[src/rtl/bmem_arbiter.sv]
// rtl/bmem_arbiter.sv - icache/dcache arbiter onto a single 64-bit burst memory port
//
// Purpose:
//   Arbitrates the instruction and data caches onto one burst memory port.
//   Each 256-bit line read or write is split into four 64-bit beats.
//   Read beats are reassembled into a line before the response pulse.
//   Only one memory transaction is ever outstanding.
//
// Ports:
//   clk, rst                          clock, asynchronous active-high reset
//   i_addr, i_read                    icache line read request (held until i_resp)
//   i_rdata, i_resp                   icache returned line and one-cycle completion
//   d_addr, d_read, d_write, d_wdata  dcache read / writeback request (held until d_resp)
//   d_rdata, d_resp                   dcache returned line and one-cycle completion
//   bmem_addr, bmem_read              line-aligned command address, read command
//   bmem_write, bmem_wdata            write beat valid and data
//   bmem_ready                        memory accepts the command or beat this cycle
//   bmem_raddr, bmem_rdata, bmem_rvalid  returning read beat (tag, data, valid)
//
// Build option:
//   ARB_RR_EN  defined   -> round-robin on simultaneous requests (dcache wins the first tie)
//              undefined -> fixed priority, dcache always wins ties
module bmem_arbiter #(
    parameter int LINE_BITS = 256,
    parameter int BEAT_BITS = 64
) (
    input  logic                 clk,
    input  logic                 rst,
    input  logic [31:0]          i_addr,
    input  logic                 i_read,
    output logic [LINE_BITS-1:0] i_rdata,
    output logic                 i_resp,
    input  logic [31:0]          d_addr,
    input  logic                 d_read,
    input  logic                 d_write,
    input  logic [LINE_BITS-1:0] d_wdata,
    output logic [LINE_BITS-1:0] d_rdata,
    output logic                 d_resp,
    output logic [31:0]          bmem_addr,
    output logic                 bmem_read,
    output logic                 bmem_write,
    output logic [BEAT_BITS-1:0] bmem_wdata,
    input  logic                 bmem_ready,
    input  logic [31:0]          bmem_raddr,
    input  logic [BEAT_BITS-1:0] bmem_rdata,
    input  logic                 bmem_rvalid
);

    localparam logic [2:0] IDLE     = 3'd0;
    localparam logic [2:0] RD_REQ   = 3'd1;
    localparam logic [2:0] RD_WAIT  = 3'd2;
    localparam logic [2:0] WR_BURST = 3'd3;
    localparam logic [2:0] RESP     = 3'd4;

    localparam logic [31:0] LINE_MASK = 32'hFFFF_FFE0;

    logic [2:0]                     state;
    logic [1:0]                     beat;
    logic [1:0]                     beat_next;
    logic                           owner_d;
    logic [31:0]                    line_addr;
    logic [LINE_BITS-1:0]           wdata_q;
    // Only beats 0..2 are buffered; beat 3 goes straight into the output line.
    logic [LINE_BITS-BEAT_BITS-1:0] rbuf;

    logic        i_req;
    logic        d_req;
    logic        grant_d;
    logic        grant_any;
    logic [31:0] grant_addr;
    logic        beat_hit;

    assign i_req     = i_read;
    assign d_req     = d_read | d_write;
    assign grant_any = i_req | d_req;

`ifdef ARB_RR_EN
    // 1 = dcache was granted last; resets to "icache last" so dcache wins the first tie.
    logic last_d;

    assign grant_d = d_req & (~i_req | ~last_d);

    always_ff @(posedge clk or posedge rst) begin
        if (rst) begin
            last_d <= 1'b0;
        end else if (state == IDLE && grant_any) begin
            last_d <= grant_d;
        end
    end
`else
    assign grant_d = d_req;
`endif

    // Masking (rather than slicing) keeps every address bit in use.
    assign grant_addr = (grant_d ? d_addr : i_addr) & LINE_MASK;
    assign beat_next  = beat + 2'd1;
    // Beats tagged with another address (e.g. left over from an aborted burst) are dropped.
    assign beat_hit   = bmem_rvalid && (bmem_raddr == line_addr);

    always_ff @(posedge clk or posedge rst) begin
        if (rst) begin
            state      <= IDLE;
            beat       <= 2'd0;
            owner_d    <= 1'b0;
            line_addr  <= '0;
            wdata_q    <= '0;
            rbuf       <= '0;
            i_rdata    <= '0;
            i_resp     <= 1'b0;
            d_rdata    <= '0;
            d_resp     <= 1'b0;
            bmem_addr  <= '0;
            bmem_read  <= 1'b0;
            bmem_write <= 1'b0;
            bmem_wdata <= '0;
        end else begin
            case (state)
                IDLE: begin
                    // rvalid is deliberately ignored here.
                    if (grant_any) begin
                        owner_d   <= grant_d;
                        line_addr <= grant_addr;
                        bmem_addr <= grant_addr;
                        beat      <= 2'd0;
                        // Write wins over read if the dcache raises both.
                        if (grant_d && d_write) begin
                            wdata_q    <= d_wdata;
                            bmem_write <= 1'b1;
                            bmem_wdata <= d_wdata[BEAT_BITS-1:0];
                            state      <= WR_BURST;
                        end else begin
                            bmem_read <= 1'b1;
                            state     <= RD_REQ;
                        end
                    end
                end

                RD_REQ: begin
                    if (bmem_ready) begin
                        bmem_read <= 1'b0;
                        bmem_addr <= '0;
                        state     <= RD_WAIT;
                    end
                end

                RD_WAIT: begin
                    if (beat_hit) begin
                        if (beat == 2'd3) begin
                            beat  <= 2'd0;
                            state <= RESP;
                            if (owner_d) begin
                                d_rdata <= {bmem_rdata, rbuf};
                                d_resp  <= 1'b1;
                            end else begin
                                i_rdata <= {bmem_rdata, rbuf};
                                i_resp  <= 1'b1;
                            end
                        end else begin
                            rbuf[beat*BEAT_BITS +: BEAT_BITS] <= bmem_rdata;
                            beat                              <= beat_next;
                        end
                    end
                end

                WR_BURST: begin
                    // Without ready the current beat is simply held on the bus.
                    if (bmem_ready) begin
                        if (beat == 2'd3) begin
                            beat       <= 2'd0;
                            bmem_write <= 1'b0;
                            bmem_wdata <= '0;
                            bmem_addr  <= '0;
                            d_resp     <= 1'b1;
                            state      <= RESP;
                        end else begin
                            beat       <= beat_next;
                            bmem_wdata <= wdata_q[beat_next*BEAT_BITS +: BEAT_BITS];
                        end
                    end
                end

                RESP: begin
                    i_resp <= 1'b0;
                    d_resp <= 1'b0;
                    state  <= IDLE;
                end

                default: begin
                    state <= IDLE;
                end
            endcase
        end
    end

endmodule

[config.mk]
export PLATFORM = sky130hd
export DESIGN_NAME = bmem_arbiter
export DESIGN_NICKNAME = d
export VERILOG_FILES = /design/src/rtl/bmem_arbiter.sv
export SDC_FILE = /design/constraint.sdc
export NUM_CORES = 2
export LEC_CHECK = 0
export CAP_MARGIN = 15
export CORE_AREA = 2 2 403 405
export CTS_CLUSTER_DIAMETER = 30
export DETAILED_ROUTE_END_ITERATION = 8
export DIE_AREA = 0 0 405 407
export GPL_ROUTABILITY_DRIVEN = 0
export SETUP_SLACK_MARGIN = 0.1
export SYNTH_ARGS = -nofsm -noshare
export SYNTH_HDL_FRONTEND = slang
export SYNTH_SLANG_ARGS = --single-unit
export TNS_END_PERCENT = 50
[constraint.sdc]
create_clock -name clk -period 116.5 [get_ports clk]
set_input_delay 23.3 -clock clk [delete_from_list [all_inputs] [get_ports clk]]
set_output_delay 23.3 -clock clk [all_outputs]
set_load 0.01 [all_outputs]
==> qor.yml <==
power_and_ir_drop:
  p_leak_nw: 33.8
  p_per_area_nw_per_um2: 21.4
  p_sw_frac: 0.256
  combPwrFrac: 0.130
  power_w: 0.00145
  power.share.clock: 0.558
  p_seq_frac: 0.312
  p_sw_w: 0.000370
  peakVddDrop_uv: 15.7
  internal_power_w: 0.00108
timing:
  finalMaxSlewViolations: 0
  fin_ws_ns: 87.91
  fin_tns_setup_ns: 0
  finClkSkew_ns: 0.0727
  fmax_ghz: 0.0350
  max_slew_margin: 0.198
  rsz0062_at_grt: "false"
  holdWs_ns: 0.465
  worst_slew_pin_slew_ns: 1.20
  period_needed_ns: 28.59
  setup_viol: 0
  finalHoldViolCount: 0
  fin_crit_sh: 0.245
logic_synthesis:
  ys_ff_latch: 1088
  synth-main-ff-cell: "dfrtp_1"
  netlist_instances: 3745
  synth_cell_types: 44
  synthTopCellsByArea: "dfrtp_1, nand2_1, mux2_4, mux2_1, mux2i_1"
  netlist_area_um2: 45800
  synth_area_leader_cell: "dfrtp_1"
  yosysWarnings: 0
  synth_top_area_share: 0.595
  synth_edf_count: 0
  synthArstFlopShare: 1.00
  syn_area_per_cell_um2: 12.2
  ys_seq_area_frac: 0.595
global_route:
  grt_max_degree: 227
  met3_usage: 0.0785
  grt_use_total: 0.197
  grt_pass1_wl_mm: 238
  grt_util_met2: 0.324
  grt_pass1_vias: 34283
  antenna_found_initial: 41
  grt_overflow: 0
  use_met1: 0.230
  top_usage_layer: "met2"
cells_and_area:
  post-route-util: 0.422
  multi_input_area_um2: 16400
  final_nets: 5309
  area_delta_synth_final_pct: 47.7
  ff_latch_area_um2: 27200
  fill_cells: 14801
  drive_above_1_share: 0.176
placement:
  hpwl_mm: 112
  portBuffers: 1019
  post-place-ws_ns: 86.94
setup_path:
  crit_path_start_kind: "input port"
  cp-end-kind: "register"
  cp.arrival_ns: 29.34
  worst-setup-path-type: "input port to register"
  cp.required_ns: 117.25
  cp_max_fo: 63
outcome:
  status: "finished, final reports clean"
drt:
  avgViaCountPerCell: 4.53
  dr.pass1.iters: 5
  drcViolationCount: 0
  vias: 32952
  routed_wl_mm: 166
  ant_nets: 0
  drtIter0Drc: 2136
  wl_per_cell_um: 22.8
floorplan:
  core_um2: 160000
  fp-row-count: 147
  floorplan.initialDensity: 0.286
  die_w_um: 405
  die-area_um2: 165000
  io_pins: 1035
  dieHeight_um: 407
hold_path:
  hp-class: "register to register"
clocking:
  clk_latency_ns: 0.91
  clkTransAtPathRegs_ns: 0.04
  cts-root-buf: "clkbuf_16"
  post_cts_resized: 0
  cts_setup_buffers: 0
  clock_path_buffers: 4
  cts_made_buffers: 294
  hold_buffers: 0
  tritoncts: "done"
  h-tree-depth: 5
  cts_num_sinks: 1088
run:
  drv_cap: 0
-- Yosys cell counts (2+ instances only) --
| cell | instances |
|---|---|
| xor2_1 | 3 |
| buf_8 | 15 |
| nor4b_1 | 2 |
| mux2i_1 | 193 |
| o31a_1 | 2 |
| nor3b_1 | 2 |
| nand4_1 | 6 |
| clkbuf_1 | 135 |
| mux2_4 | 200 |
| nor3_1 | 7 |
| buf_12 | 23 |
| o21ai_0 | 96 |
| mux2_2 | 90 |
| buf_1 | 13 |
| nor2b_1 | 2 |
| ha_1 | 5 |
| inv_1 | 196 |
| buf_2 | 18 |
| nand3b_1 | 2 |
| nand2b_1 | 4 |
| a21oi_1 | 159 |
| buf_4 | 9 |
| a21o_1 | 56 |
| dfrtp_1 | 1088 |
| mux2_1 | 222 |
| nor2_1 | 72 |
| nand2_1 | 1001 |
| mux4_2 | 64 |
| or3_1 | 2 |
| xnor2_1 | 24 |
| nand3_1 | 6 |
| buf_6 | 16 |
-- cells by family after synthesis --
group	count (synthesis)	share of synthesized area
AO/OA/AOI/OAI	319	0.0385
other	1	0.0000819
multiplexers	769	0.216
adder cells (fa/ha/maj)	5	0.00137
XOR/XNOR	27	0.00517
AND/OR/NAND/NOR	1111	0.0936
flip-flops	1088	0.595
buffers and inverters	425	0.0506
-- registers in the layout, summed over array words and instances (netlist names) --
name / count
wdata_q: 256
rbuf: 192
i_rdata: 256
bmem_wdata: 64
beat: 2
line_addr: 27
i_resp: 1
d_rdata: 256
bmem_write: 1
owner_d: 1
state: 3
bmem_addr: 27
d_resp: 1
bmem_read: 1
-- power by group through the flow --
| stage | Sequential (W) | Clock, W | Combinational (W) |
|---|---|---|---|
| floorplan | 0.000449 | 0 | 0.000121 |
| global placement | 0.000454 | 0 | 0.000187 |
| detailed placement | 0.000456 | 0 | 0.000190 |
| CTS | 0.000451 | 0.000822 | 0.000192 |
| global route | 0.000456 | 0.000845 | 0.000209 |
| finish | 0.000451 | 0.000808 | 0.000189 |
-- metrics by stage --
stage | cell area, µm² | std cells
CTS | 67600 | 7254
global placement | 57600 | 6745
finish | 67600 | 7274
detailed placement | 57600 | 6745
global route | 67600 | 7267
floorplan | 45800 | 3749
-- critical path: stages --
cell and delay, ns:
clkdlybuf4s50_1 0.41, xnor2_1 0.21, nand4_1 0.21, or4_4 0.59, nor4_4 0.80, and4_4 0.74
buf_4 0.76, buf_4 0.82, buf_4 0.88, mux2_2 0.42
-- cell type report --
type                    count  share of cell area
clock inverters           142              0.0271
well taps                2160              0.0400
multi-input cells        2236               0.242
flip-flops and latches   1088               0.403
diodes                     20            0.000740
clock buffers             367               0.120
repair buffers           1065               0.157
inverters                 196              0.0110
-- worst paths after layout --
kind,startpoint,endpoint,slack (ns),cells after the start
hold reg to reg,wdata_q[134],wdata_q[134],0.46,2
min in group asynchronous,rst,i_rdata[218],22.99,2
setup / recovery,bmem_raddr[11],d_rdata[36],87.91,10
max in group asynchronous,rst,bmem_wdata[17],90.50,5
setup reg to reg,line_addr[11],d_rdata[36],110.37,9
hold / removal,wdata_q[134],wdata_q[134],0.46,2
-- per-layer routing --
metal  up-vias  routed length, µm
met3       310              15200
met1     16608              65200
li1      14770                  -
met2      1240              80400
met4        24               5220
met5         -                160
-- cells in the final DEF, fill, tap and decap left out, drive strengths merged, types with 2 or more instances in the layout --
cell type / synthesis / layout
a21o: 56 / 56
buf: 94 / 46
o21ai: 96 / 96
nor3b: 2 / 2
nand4: 6 / 6
clkdlybuf4s50: 0 / 1019
clkinv: 0 / 66
a21oi: 159 / 159
diode: 0 / 20
xor2: 3 / 3
nand2: 1001 / 1001
xnor2: 24 / 24
ha: 5 / 5
nor2: 72 / 72
nand2b: 4 / 4
mux2: 512 / 512
clkinvlp: 0 / 28
bufinv: 0 / 37
nand3b: 2 / 2
nand3: 6 / 6
nor3: 7 / 7
clkbuf: 135 / 367
inv: 196 / 207
nor2b: 2 / 2
or3: 2 / 2
dfrtp: 1088 / 1088
nor4b: 2 / 2
conb: 1 / 5
mux4: 64 / 64
mux2i: 193 / 193
o31a: 2 / 2
(Power assumes the default switching activity.)
